$ cat src/rtl/dmem_pkg.sv
// Shared types and constants for the data-memory arbiter: FSM state
// encoding, access-size and port-id constants, address-map segment bases,
// and the access-legality check applied to a latched request.
package dmem_pkg;

    typedef enum logic [1:0] {
        IDLE  = 2'd0,
        ISSUE = 2'd1,
        RESP  = 2'd2
    } state_t;

    localparam logic [1:0] SIZE_WORD = 2'b11;

    localparam logic PORT_A = 1'b0;
    localparam logic PORT_B = 1'b1;

    // Upper-halfword bases of the data-memory segments.
    localparam logic [15:0] SEG_DATA_BASE = 16'h1000;
    localparam logic [15:0] SEG_STACK_TOP = 16'h7fff;
    localparam logic [15:0] SEG_MMIO_BASE = 16'hffff;

    // The memory only serves aligned word accesses for reads; writes may be
    // sub-word, but a word write must still be aligned.
    function automatic logic access_err(input logic       we,
                                        input logic [1:0] addr_lo,
                                        input logic [1:0] size);
        logic misaligned_word;
        logic subword_read;
        misaligned_word = (size == SIZE_WORD) && (addr_lo != 2'b00);
        subword_read    = !we && (size != SIZE_WORD);
        return misaligned_word || subword_read;
    endfunction

endpackage

$ cat src/rtl/dmem_arbiter_if.sv
// Bus bundle between the two requesters, the arbiter and the data memory.
// The master side is the requesters plus the memory model; the slave side
// is the arbiter itself.
interface dmem_arbiter_if #(
    parameter int ADDR_W = 32,
    parameter int DATA_W = 32
);
    logic              a_req;
    logic              a_we;
    logic [ADDR_W-1:0] a_addr;
    logic [DATA_W-1:0] a_wdata;
    logic [1:0]        a_size;
    logic              a_ack;
    logic              a_err;
    logic [DATA_W-1:0] a_rdata;

    logic              b_req;
    logic              b_we;
    logic [ADDR_W-1:0] b_addr;
    logic [DATA_W-1:0] b_wdata;
    logic [1:0]        b_size;
    logic              b_ack;
    logic              b_err;
    logic [DATA_W-1:0] b_rdata;

    logic [ADDR_W-1:0] mem_addr;
    logic [DATA_W-1:0] mem_wdata;
    logic              mem_re;
    logic              mem_we;
    logic [1:0]        mem_size;
    logic [DATA_W-1:0] mem_rdata;

    logic              busy;

    modport master (
        output a_req, a_we, a_addr, a_wdata, a_size,
        input  a_ack, a_err, a_rdata,
        output b_req, b_we, b_addr, b_wdata, b_size,
        input  b_ack, b_err, b_rdata,
        input  mem_addr, mem_wdata, mem_re, mem_we, mem_size,
        output mem_rdata,
        input  busy
    );

    modport slave (
        input  a_req, a_we, a_addr, a_wdata, a_size,
        output a_ack, a_err, a_rdata,
        input  b_req, b_we, b_addr, b_wdata, b_size,
        output b_ack, b_err, b_rdata,
        output mem_addr, mem_wdata, mem_re, mem_we, mem_size,
        input  mem_rdata,
        output busy
    );

endinterface

$ cat src/rtl/dmem_arbiter_rr_arb2.sv
// Two-input chooser. In round-robin mode a tie goes to the port that did
// not win last; in fixed mode port A always wins a tie. last_grant only
// advances when the caller enables a grant and some request is present.
module rr_arb2
    import dmem_pkg::*;
#(
    parameter bit RR_MODE = 1'b1
) (
    input  logic clock,
    input  logic reset,
    input  logic req_a,
    input  logic req_b,
    input  logic en,
    output logic grant,
    output logic grant_vld
);

    logic last_grant_q;
    logic last_grant_d;

    // Pick a winner and compute the next last_grant.
    always_comb begin
        grant_vld    = req_a | req_b;
        grant        = PORT_A;
        last_grant_d = last_grant_q;
        if (req_a && req_b) begin
            if (RR_MODE) begin
                grant = (last_grant_q == PORT_A) ? PORT_B : PORT_A;
            end else begin
                grant = PORT_A;
            end
        end else if (req_b) begin
            grant = PORT_B;
        end
        if (en && grant_vld) begin
            last_grant_d = grant;
        end
    end

    // last_grant starts at B so that A wins the first tie.
    always_ff @(posedge clock or negedge reset) begin
        if (!reset) begin
            last_grant_q <= PORT_B;
        end else begin
            last_grant_q <= last_grant_d;
        end
    end

endmodule

$ cat src/rtl/dmem_arbiter.sv
// Shares the single data-memory port between the CPU load/store path (A)
// and the serial loader/debug path (B). One request is latched at a time,
// strobed to memory for one cycle, and answered with a registered one-cycle
// ack. Illegal access forms are acked with err and never reach memory.
module dmem_arbiter
    import dmem_pkg::*;
#(
    parameter bit RR_MODE = 1'b1,
    parameter int ADDR_W  = 32,
    parameter int DATA_W  = 32
) (
    input  logic          clock,
    input  logic          reset,
    dmem_arbiter_if.slave bus
);

    state_t            state_q,   state_d;
    logic              winner_q,  winner_d;
    logic              we_q,      we_d;
    logic [ADDR_W-1:0] addr_q,    addr_d;
    logic [DATA_W-1:0] wdata_q,   wdata_d;
    logic [1:0]        size_q,    size_d;
    logic              a_ack_q,   a_ack_d;
    logic              a_err_q,   a_err_d;
    logic [DATA_W-1:0] a_rdata_q, a_rdata_d;
    logic              b_ack_q,   b_ack_d;
    logic              b_err_q,   b_err_d;
    logic [DATA_W-1:0] b_rdata_q, b_rdata_d;

    logic              grant;
    logic              grant_vld;
    logic              grant_en;
    logic              req_err;
    logic              in_issue;
    logic [DATA_W-1:0] cap_rdata;

    rr_arb2 #(
        .RR_MODE (RR_MODE)
    ) u_arb (
        .clock     (clock),
        .reset     (reset),
        .req_a     (bus.a_req),
        .req_b     (bus.b_req),
        .en        (grant_en),
        .grant     (grant),
        .grant_vld (grant_vld)
    );

    assign req_err   = access_err(we_q, addr_q[1:0], size_q);
    assign in_issue  = (state_q == ISSUE);
    // Only a legal read returns memory data; writes and errors return zero.
    assign cap_rdata = (!we_q && !req_err) ? bus.mem_rdata : '0;

    // Next-state, request latching and response generation.
    always_comb begin
        state_d   = state_q;
        winner_d  = winner_q;
        we_d      = we_q;
        addr_d    = addr_q;
        wdata_d   = wdata_q;
        size_d    = size_q;
        a_ack_d   = 1'b0;
        a_err_d   = 1'b0;
        a_rdata_d = a_rdata_q;
        b_ack_d   = 1'b0;
        b_err_d   = 1'b0;
        b_rdata_d = b_rdata_q;
        grant_en  = 1'b0;

        case (state_q)
            IDLE: begin
                grant_en = 1'b1;
                if (grant_vld) begin
                    winner_d = grant;
                    if (grant == PORT_A) begin
                        we_d    = bus.a_we;
                        addr_d  = bus.a_addr;
                        wdata_d = bus.a_wdata;
                        size_d  = bus.a_size;
                    end else begin
                        we_d    = bus.b_we;
                        addr_d  = bus.b_addr;
                        wdata_d = bus.b_wdata;
                        size_d  = bus.b_size;
                    end
                    state_d = ISSUE;
                end
            end
            ISSUE: begin
                // The response registers load here so ack appears in RESP.
                if (winner_q == PORT_A) begin
                    a_ack_d   = 1'b1;
                    a_err_d   = req_err;
                    a_rdata_d = cap_rdata;
                end else begin
                    b_ack_d   = 1'b1;
                    b_err_d   = req_err;
                    b_rdata_d = cap_rdata;
                end
                state_d = RESP;
            end
            RESP: begin
                state_d = IDLE;
            end
            default: begin
                state_d = IDLE;
            end
        endcase
    end

    // State, latched request and response registers.
    always_ff @(posedge clock or negedge reset) begin
        if (!reset) begin
            state_q   <= IDLE;
            winner_q  <= PORT_A;
            we_q      <= 1'b0;
            addr_q    <= '0;
            wdata_q   <= '0;
            size_q    <= 2'b00;
            a_ack_q   <= 1'b0;
            a_err_q   <= 1'b0;
            a_rdata_q <= '0;
            b_ack_q   <= 1'b0;
            b_err_q   <= 1'b0;
            b_rdata_q <= '0;
        end else begin
            state_q   <= state_d;
            winner_q  <= winner_d;
            we_q      <= we_d;
            addr_q    <= addr_d;
            wdata_q   <= wdata_d;
            size_q    <= size_d;
            a_ack_q   <= a_ack_d;
            a_err_q   <= a_err_d;
            a_rdata_q <= a_rdata_d;
            b_ack_q   <= b_ack_d;
            b_err_q   <= b_err_d;
            b_rdata_q <= b_rdata_d;
        end
    end

    // Memory strobes exist only in ISSUE, so an async reset there drops
    // them at once and an in-flight write is never committed.
    assign bus.mem_re    = in_issue & ~we_q & ~req_err;
    assign bus.mem_we    = in_issue &  we_q & ~req_err;
    assign bus.mem_addr  = in_issue ? addr_q  : '0;
    assign bus.mem_wdata = in_issue ? wdata_q : '0;
    assign bus.mem_size  = in_issue ? size_q  : 2'b00;

    assign bus.a_ack   = a_ack_q;
    assign bus.a_err   = a_err_q;
    assign bus.a_rdata = a_rdata_q;
    assign bus.b_ack   = b_ack_q;
    assign bus.b_err   = b_err_q;
    assign bus.b_rdata = b_rdata_q;
    assign bus.busy    = (state_q != IDLE);

endmodule

$ cat src/flat_wrapper.sv
// flat-port wrapper written by rule: the top's interface ports become plain ports
module dmem_arbiter_flat import dmem_pkg::*;
#(
    parameter bit RR_MODE = 1'b1,
    parameter int ADDR_W  = 32,
    parameter int DATA_W  = 32
)
  (clock, reset, bus_a_req, bus_a_we, bus_a_addr, bus_a_wdata, bus_a_size, bus_a_ack, bus_a_err, bus_a_rdata, bus_b_req, bus_b_we, bus_b_addr, bus_b_wdata, bus_b_size, bus_b_ack, bus_b_err, bus_b_rdata, bus_mem_addr, bus_mem_wdata, bus_mem_re, bus_mem_we, bus_mem_size, bus_mem_rdata, bus_busy);
  dmem_arbiter_if #(.ADDR_W(ADDR_W), .DATA_W(DATA_W)) bus_i ();
  input  logic clock;
  input  logic reset;
  input wire logic [$bits(bus_i.a_req)-1:0] bus_a_req;
  input wire logic [$bits(bus_i.a_we)-1:0] bus_a_we;
  input wire logic [$bits(bus_i.a_addr)-1:0] bus_a_addr;
  input wire logic [$bits(bus_i.a_wdata)-1:0] bus_a_wdata;
  input wire logic [$bits(bus_i.a_size)-1:0] bus_a_size;
  output wire logic [$bits(bus_i.a_ack)-1:0] bus_a_ack;
  output wire logic [$bits(bus_i.a_err)-1:0] bus_a_err;
  output wire logic [$bits(bus_i.a_rdata)-1:0] bus_a_rdata;
  input wire logic [$bits(bus_i.b_req)-1:0] bus_b_req;
  input wire logic [$bits(bus_i.b_we)-1:0] bus_b_we;
  input wire logic [$bits(bus_i.b_addr)-1:0] bus_b_addr;
  input wire logic [$bits(bus_i.b_wdata)-1:0] bus_b_wdata;
  input wire logic [$bits(bus_i.b_size)-1:0] bus_b_size;
  output wire logic [$bits(bus_i.b_ack)-1:0] bus_b_ack;
  output wire logic [$bits(bus_i.b_err)-1:0] bus_b_err;
  output wire logic [$bits(bus_i.b_rdata)-1:0] bus_b_rdata;
  output wire logic [$bits(bus_i.mem_addr)-1:0] bus_mem_addr;
  output wire logic [$bits(bus_i.mem_wdata)-1:0] bus_mem_wdata;
  output wire logic [$bits(bus_i.mem_re)-1:0] bus_mem_re;
  output wire logic [$bits(bus_i.mem_we)-1:0] bus_mem_we;
  output wire logic [$bits(bus_i.mem_size)-1:0] bus_mem_size;
  input wire logic [$bits(bus_i.mem_rdata)-1:0] bus_mem_rdata;
  output wire logic [$bits(bus_i.busy)-1:0] bus_busy;
  assign bus_i.a_req = bus_a_req;
  assign bus_i.a_we = bus_a_we;
  assign bus_i.a_addr = bus_a_addr;
  assign bus_i.a_wdata = bus_a_wdata;
  assign bus_i.a_size = bus_a_size;
  assign bus_a_ack = bus_i.a_ack;
  assign bus_a_err = bus_i.a_err;
  assign bus_a_rdata = bus_i.a_rdata;
  assign bus_i.b_req = bus_b_req;
  assign bus_i.b_we = bus_b_we;
  assign bus_i.b_addr = bus_b_addr;
  assign bus_i.b_wdata = bus_b_wdata;
  assign bus_i.b_size = bus_b_size;
  assign bus_b_ack = bus_i.b_ack;
  assign bus_b_err = bus_i.b_err;
  assign bus_b_rdata = bus_i.b_rdata;
  assign bus_mem_addr = bus_i.mem_addr;
  assign bus_mem_wdata = bus_i.mem_wdata;
  assign bus_mem_re = bus_i.mem_re;
  assign bus_mem_we = bus_i.mem_we;
  assign bus_mem_size = bus_i.mem_size;
  assign bus_i.mem_rdata = bus_mem_rdata;
  assign bus_busy = bus_i.busy;
  dmem_arbiter #(.RR_MODE(RR_MODE), .ADDR_W(ADDR_W), .DATA_W(DATA_W)) u_core (.clock(clock), .reset(reset), .bus(bus_i));
endmodule
$ cat config.mk
export PLATFORM = sky130hd
export DESIGN_NAME = dmem_arbiter_flat
export DESIGN_NICKNAME = d
export VERILOG_FILES = /design/src/rtl/dmem_pkg.sv /design/src/rtl/dmem_arbiter_if.sv /design/src/rtl/dmem_arbiter_rr_arb2.sv /design/src/rtl/dmem_arbiter.sv /design/src/flat_wrapper.sv
export SDC_FILE = /design/constraint.sdc
export NUM_CORES = 1
export LEC_CHECK = 0
export ABC_AREA = 0
export BUFFER_PORTS_ARGS = -buffer_cell sky130_fd_sc_hd__buf_2
export CAP_MARGIN = 20
export CELL_PAD_IN_SITES_DETAIL_PLACEMENT = 1
export CELL_PAD_IN_SITES_GLOBAL_PLACEMENT = 1
export CORE_ASPECT_RATIO = 0.7
export CORE_MARGIN = 8
export CORE_UTILIZATION = 36
export CTS_CLUSTER_SIZE = 10
export DETAILED_ROUTE_END_ITERATION = 12
export PLACE_DENSITY_LB_ADDON = 0.1
export SLEW_MARGIN = 20
export SYNTH_ARGS = -nofsm -noshare
export SYNTH_HDL_FRONTEND = slang
export SYNTH_SLANG_ARGS = --single-unit
export TNS_END_PERCENT = 50
$ cat constraint.sdc
create_clock -name clock -period 2.19 [get_ports clock]
set_input_delay 0.219 -clock clock [delete_from_list [all_inputs] [get_ports clock]]
set_output_delay 0.219 -clock clock [all_outputs]
set_load 0.05 [all_outputs]
==> results of run 1 <==
-- kinds of logic after synthesis --
logic type             share of synthesized area
AND/OR/NAND/NOR                           0.1261
buffers and inverters                    0.03663
flip-flops                                0.5068
AO/OA/AOI/OAI                            0.08821
multiplexers                              0.2422
-- timing repair --
item / in CTS / in global routing
endpoints found under the setup margin: 0 / 0
endpoints found under the hold margin: 41 / 0
hold buffers: 2 / 0
-- layout make-up --
cell class / count / area [µm²] / share of cell area
clock inverters: 13 / 166.4 / 0.01786
repair buffers: 326 / 1755 / 0.1884
inverters: 3 / 11.26 / 0.001209
multi-input cells: 345 / 3167 / 0.3400
well taps: 242 / 302.8 / 0.03251
clock buffers: 19 / 432.9 / 0.04647
flip-flops and latches: 139 / 3480 / 0.3735
-- worst max-delay path: cells and delay by family (launching register included) --
| kind | cells | cell delay (ps) |
|---|---|---|
| buffers and inverters | 2 | 580 |
| flip-flops | 1 | 430 |
| AND/OR/NAND/NOR | 2 | 350 |
-- state kept, by name, indices dropped and copies added (netlist names), 2 cells and up --
name                flops
u_core.bus.a_rdata     32
u_core.bus.b_rdata     32
u_core.wdata_q         32
u_core.addr_q          32
u_core.size_q           2
u_core.state_q          2
-- cells in the mapped netlist, types with 2 or more instances --
master	count	area, µm²
dfrtp_1	138	3453
mux2_2	97	1092
and2_1	67	419.2
mux2_4	38	570.6
nor2b_1	33	206.5
a22o_1	32	280.3
a31o_2	32	280.3
and3_1	32	200.2
clkbuf_1	20	75.07
buf_2	18	90.09
buf_1	4	15.01
buf_6	4	45.04
inv_1	3	11.26
nor2_1	3	11.26
buf_4	2	15.01
nand2_1	2	7.510
nor3b_1	2	15.01
-- power groups by stage --
stage	combinational [mW]	sequential, mW	clock (mW)
floorplan	4.74	4.56	0
global placement	7.14	3.93	0
detailed placement	7.25	3.98	0
CTS	7.28	3.94	3.02
global route	7.63	4.05	3.12
finish	7.19	3.93	2.93
-- metrics by stage --
step                area [µm²]  instances    util  setup slack [ps]  power [mW]
floorplan                 6865        535       -             318.9       9.305
global placement          8696       1053  0.4622             413.7       11.06
detailed placement        8696       1053  0.4622             343.4       11.22
global route              9315       1087  0.4951             89.26       14.81
CTS                       9315       1087  0.4951             162.3       14.23
finish                    9315       1087  0.4951             187.2       14.05
-- layout by cell type, fill, tap and decap left out --
cell type      instances
buf_2                305
dfrtp_1              138
mux2_2                97
and2_1                67
mux2_4                38
nor2b_1               32
a31o_2                32
and3_1                32
a22o_1                32
clkbuf_16             17
buf_4                 13
buf_12                 5
nor2_1                 3
inv_1                  3
clkinvlp_4             3
clkinv_4               3
bufinv_16              3
nand2_1                2
clkbuf_1               2
clkinv_2               2
inv_6                  2
dlygate4sd3_1          2
nor2b_4                1
nor3b_2                1
nor4_2                 1
o211a_1                1
nor3b_1                1
a21bo_4                1
o21a_4                 1
o22ai_1                1
a21oi_1                1
a31oi_1                1
buf_6                  1
dfstp_2                1
-- worst min path at each step --
| stage | endpoint | slack (ps) | cells after the start |
|---|---|---|---|
| after global placement | u_core.addr_q[6] | 180 | 1 |
| after CTS | u_core.bus.a_rdata[10] | 30 | 2 |
| after floorplan | u_core.addr_q[0] | -80 | 0 |
| after global routing | u_core.bus.a_rdata[2] | 40 | 2 |
| final | u_core.bus.a_rdata[10] | 50 | 2 |
| after detailed placement | u_core.addr_q[7] | 180 | 1 |
-- per-layer routing --
| layer | part of all wire | wire (µm) | vias up | track usage |
|---|---|---|---|---|
| li1 | - | - | 2487 | - |
| met1 | 0.43 | 9321 | 2685 | 0.2267 |
| met2 | 0.48 | 10460 | 188 | 0.3003 |
| met3 | 0.080 | 1734 | 16 | 0.07241 |
| met4 | 0.0099 | 216 | 2 | 0.03951 |
| met5 | 0.00060 | 13 | - | 0 |
==> impl_metrics.env, run 1 <==
export IMPL_status="complete, no violations"
export IMPL_final_hold_violation_count=0
export IMPL_start_util=0.3649
export IMPL_pwr_share_seq=0.280
export IMPL_maxSlewHeadroom=0.7015
export IMPL_p_switching_mw=6.306
export IMPL_hp_start="bus_mem_rdata[10]"
export IMPL_rsz0062_at_grt="false"
export IMPL_leakage_nw=5.036
export IMPL_io_pins=307
export IMPL_critical_path_startpoint="u_core.state_q[1]"
export IMPL_slew_violations=0
export IMPL_grt_overflow_total=0
export IMPL_hp_class="primary input to register"
export IMPL_timing_final_crit_share=0.9145
export IMPL_grt_max_degree=66
export IMPL_wire_per_inst_um=20.01
export IMPL_synth_nets=705
export IMPL_slowest_delay_ps=430
export IMPL_post_drt_via_cell_ratio=4.948
export IMPL_worstPathCellList="nor2b_4, buf_4, and2_1, buf_2"
export IMPL_cap_violations=0
export IMPL_final_setup_viol_count=0
export IMPL_worstPathArrival_ps=1780
export IMPL_insertedDiodeCount=0
export IMPL_io_buffers=306
export IMPL_dr_pass1_iters=4
export IMPL_first_iter_violations=215
export IMPL_synth_edff_count=0
export IMPL_grt_pass1_vias=6108
export IMPL_grt_usage=0.1837
export IMPL_totalWireLength_um=21750
export IMPL_critPathMaxFanout=31
export IMPL_antenna_found_initial=1
export IMPL_crit_slowest_cell="dfrtp_1"
export IMPL_row_count=42
export IMPL_r2r_end="u_core.wdata_q[1]"
export IMPL_worstMarginPinSlew_ps=447.7
export IMPL_post_cts_buffers=0
export IMPL_cts_sinks=139
export IMPL_swShare=0.4487
export IMPL_detail_route_antenna_nets=0
export IMPL_synth_cells=535
export IMPL_grt_first_pass_wirelength_um=34980
export IMPL_gp_congestion=0.7669
export IMPL_post_cts_resized=0
export IMPL_die_y_um=131.5
export IMPL_cts_made_buffers=17
export IMPL_crit_type="register to output pin"
export IMPL_synth_seq_area_share=0.5068
export IMPL_max_freq_ghz=0.4993
export IMPL_intPower_mw=7.747
export IMPL_end_kind="output pin"
export IMPL_drive_gt1_frac=0.6237
export IMPL_nFillCells=2079
export IMPL_synth_area_per_cell_um2=12.83
export IMPL_r2r_start="u_core.state_q[1]"
export IMPL_async_reset_ff_frac=1.000
export IMPL_path_clk_slew_ps=60
export IMPL_skew_ps=12.16
export IMPL_p_per_area_nw_per_um2=1509
export IMPL_die_area_um2=23820
export IMPL_r2r_slack_ps=350
export IMPL_synth_distinct_cells=25
export IMPL_drc_errors=0
export IMPL_final_nets=1002
export IMPL_p_comb_frac=0.512
export IMPL_fin_crit_ps=2003
export IMPL_cts_root_buffer="clkbuf_16"
export IMPL_place_hpwl_um=16070
export IMPL_core_area_um2=18810
export IMPL_cts_tree="done"
export IMPL_yosys_warnings=0
export IMPL_vias=5378
export IMPL_area_delta_synth_final_pct=35.68
export IMPL_clk_latency_ps=410
export IMPL_synth_main_ff_cell="dfrtp_1"
export IMPL_startpoint_type="register"
export IMPL_htreeDepth=4
export IMPL_ff2ff_path_depth=4
export IMPL_clk_path_buf_depth=2
export IMPL_ys_seq_elements=139
export IMPL_clkPwrFrac=0.208
export IMPL_ir_worst_vdd_mv=0.6489
export IMPL_holdWs_ps=48.48
export IMPL_die_x_um=181.1
export IMPL_setup_tns_ps=0
export IMPL_worstSetupEndpoint="bus_mem_addr[15]"
export IMPL_cp_required_ps=1970
export IMPL_synth_area_um2=6865
No activity file was read; power rests on OpenSTA's default activity.
==> run 2, diff against run 1 <==
Settings changed: CORE_ASPECT_RATIO 0.7 to 1.1.
Clock period 2.19 ns to 2.05 ns, I/O delays scaled along.
==> impl_metrics.env, run 2 (synthesis results as in run 1) <==
export IMPL_r2r_end="u_core.wdata_q[8]"
export IMPL_slew_violations=0
export IMPL_clk_path_buf_depth=2
export IMPL_status="complete, no violations"
export IMPL_max_freq_ghz=0.5140
export IMPL_grt_usage=0.1902
export IMPL_cts_made_buffers=17
export IMPL_grt_max_degree=66
export IMPL_cts_root_buffer="clkbuf_16"
export IMPL_multi_input_area_um2=3167
export IMPL_core_area_um2=18900
export IMPL_r2r_slack_ps=290
export IMPL_final_setup_viol_count=0
export IMPL_slowest_delay_ps=420
export IMPL_worstPathCellList="nor2b_4, buf_4, and2_1, buf_2"
export IMPL_antenna_found_initial=5
export IMPL_area_delta_synth_final_pct=36.18
export IMPL_r2r_start="u_core.u_arb.last_grant_q"
export IMPL_io_buffers=306
export IMPL_p_per_area_nw_per_um2=1609
export IMPL_end_kind="output pin"
export IMPL_die_area_um2=23750
export IMPL_htreeDepth=4
export IMPL_skew_ps=8.298
export IMPL_start_util=0.3633
export IMPL_vias=5470
export IMPL_maxSlewHeadroom=0.6801
export IMPL_critPathMaxFanout=28
export IMPL_post_drt_via_cell_ratio=5.005
export IMPL_regArea_um2=3480
export IMPL_final_nets=1002
export IMPL_die_y_um=160.8
export IMPL_startpoint_type="register"
export IMPL_rsz0062_at_grt="false"
export IMPL_post_cts_buffers=0
export IMPL_leakage_nw=5.052
export IMPL_cap_violations=0
export IMPL_cp_required_ps=1850
export IMPL_ff2ff_path_depth=4
export IMPL_path_clk_slew_ps=60
export IMPL_totalWireLength_um=22670
export IMPL_crit_type="register to output pin"
export IMPL_worstPathArrival_ps=1740
export IMPL_crit_slowest_cell="dfrtp_1"
export IMPL_critical_path_startpoint="u_core.state_q[1]"
export IMPL_wire_per_inst_um=20.74
export IMPL_setup_tns_ps=0
export IMPL_grt_overflow_total=0
export IMPL_holdWs_ps=34.33
export IMPL_drc_errors=0
export IMPL_timing_final_crit_share=0.9491
export IMPL_cts_sinks=139
export IMPL_io_pins=307
export IMPL_worstMarginPinSlew_ps=479.8
export IMPL_first_iter_violations=151
export IMPL_drive_gt1_frac=0.6260
export IMPL_cts_tree="done"
export IMPL_cp_top_family="buffers and inverters"
export IMPL_dr_pass1_iters=4
export IMPL_path_buf_inv=2
export IMPL_clk_latency_ps=420
export IMPL_post_cts_resized=0
export IMPL_grt_pass1_vias=6269
export IMPL_gp_congestion=0.7715
export IMPL_nFillCells=2097
export IMPL_fin_crit_ps=1946
export IMPL_mostFrequentLayoutCells="buf_2 (305), dfrtp_1 (138), mux2_2 (97)"
export IMPL_final_common_cell="buf_2"
export IMPL_hp_start="bus_mem_rdata[8]"
export IMPL_worst_slack_ps=104.4
export IMPL_die_x_um=147.7
export IMPL_row_count=53
export IMPL_place_area_um2=8727
export IMPL_place_hpwl_um=16870
export IMPL_hold_depth=2
export IMPL_final_area_um2=9349
export IMPL_final_hold_violation_count=0
export IMPL_hp_class="primary input to register"
export IMPL_ir_worst_vdd_mv=0.7628
export IMPL_pre_cts_slack_ps=282.3
export IMPL_grt_first_pass_wirelength_um=35480
export IMPL_detail_route_antenna_nets=0
export IMPL_hold_path_endpoint="u_core.bus.a_rdata[8]"
## run 2: changes by cell type in the layout (fill, tap and decap cells not counted), sizes merged
cell / change
bufinv: -1
clkbuf: -1
inv: +4
clkinv: -1
clkinvlp: -1
diode: +1
## run 2: how the worst max path moves through the flow
| stage | end | slack, ps | depth (start not counted) |
|---|---|---|---|
| after global routing | bus_mem_addr[18] | 10 | 4 |
| after CTS | bus_mem_addr[13] | 70 | 4 |
| final | bus_mem_addr[13] | 100 | 4 |
| after detailed placement | u_core.wdata_q[8] | 280 | 4 |
| after floorplan | bus_mem_re | 190 | 4 |
| after global placement | u_core.addr_q[4] | 330 | 4 |
## run 2: layout make-up
class,count,share of cell area
tap,247,0.03306
clock inverter,14,0.01713
antenna,1,0.0002677
sequential,139,0.3722
timing repair buffer,326,0.1904
multi-input combinational,345,0.3387
inverter,3,0.001204
clock buffer,18,0.04698
## run 2: where the power goes
part / internal [mW] / total, mW / switching (mW)
combinational: 2.67 / 7.69 / 5.02
clock: 1.85 / 3.11 / 1.26
sequential: 3.71 / 4.24 / 0.525
## run 2: metrics by stage
stage	utilization	cells	total power [mW]
2_1_floorplan	-	535	9.940
3_3_place_gp	0.4618	1058	11.85
3_5_place_dp	0.4618	1058	12.06
4_1_cts	0.4945	1092	15.27
5_1_grt	0.4947	1093	15.85
6_report	0.4947	1093	15.04
## run 2: repair_timing
item                                   4_1_cts  5_1_grt
hold buffers                                 2        0
endpoints found under the hold margin       40        0
setup endpoints to repair                    0        0
## run 2: metal layers
layer / wire [µm] / track usage
met5: 50 / 0
met4: 520 / 0.06914
met3: 1948 / 0.07625
met2: 11570 / 0.3278
met1: 8578 / 0.2066
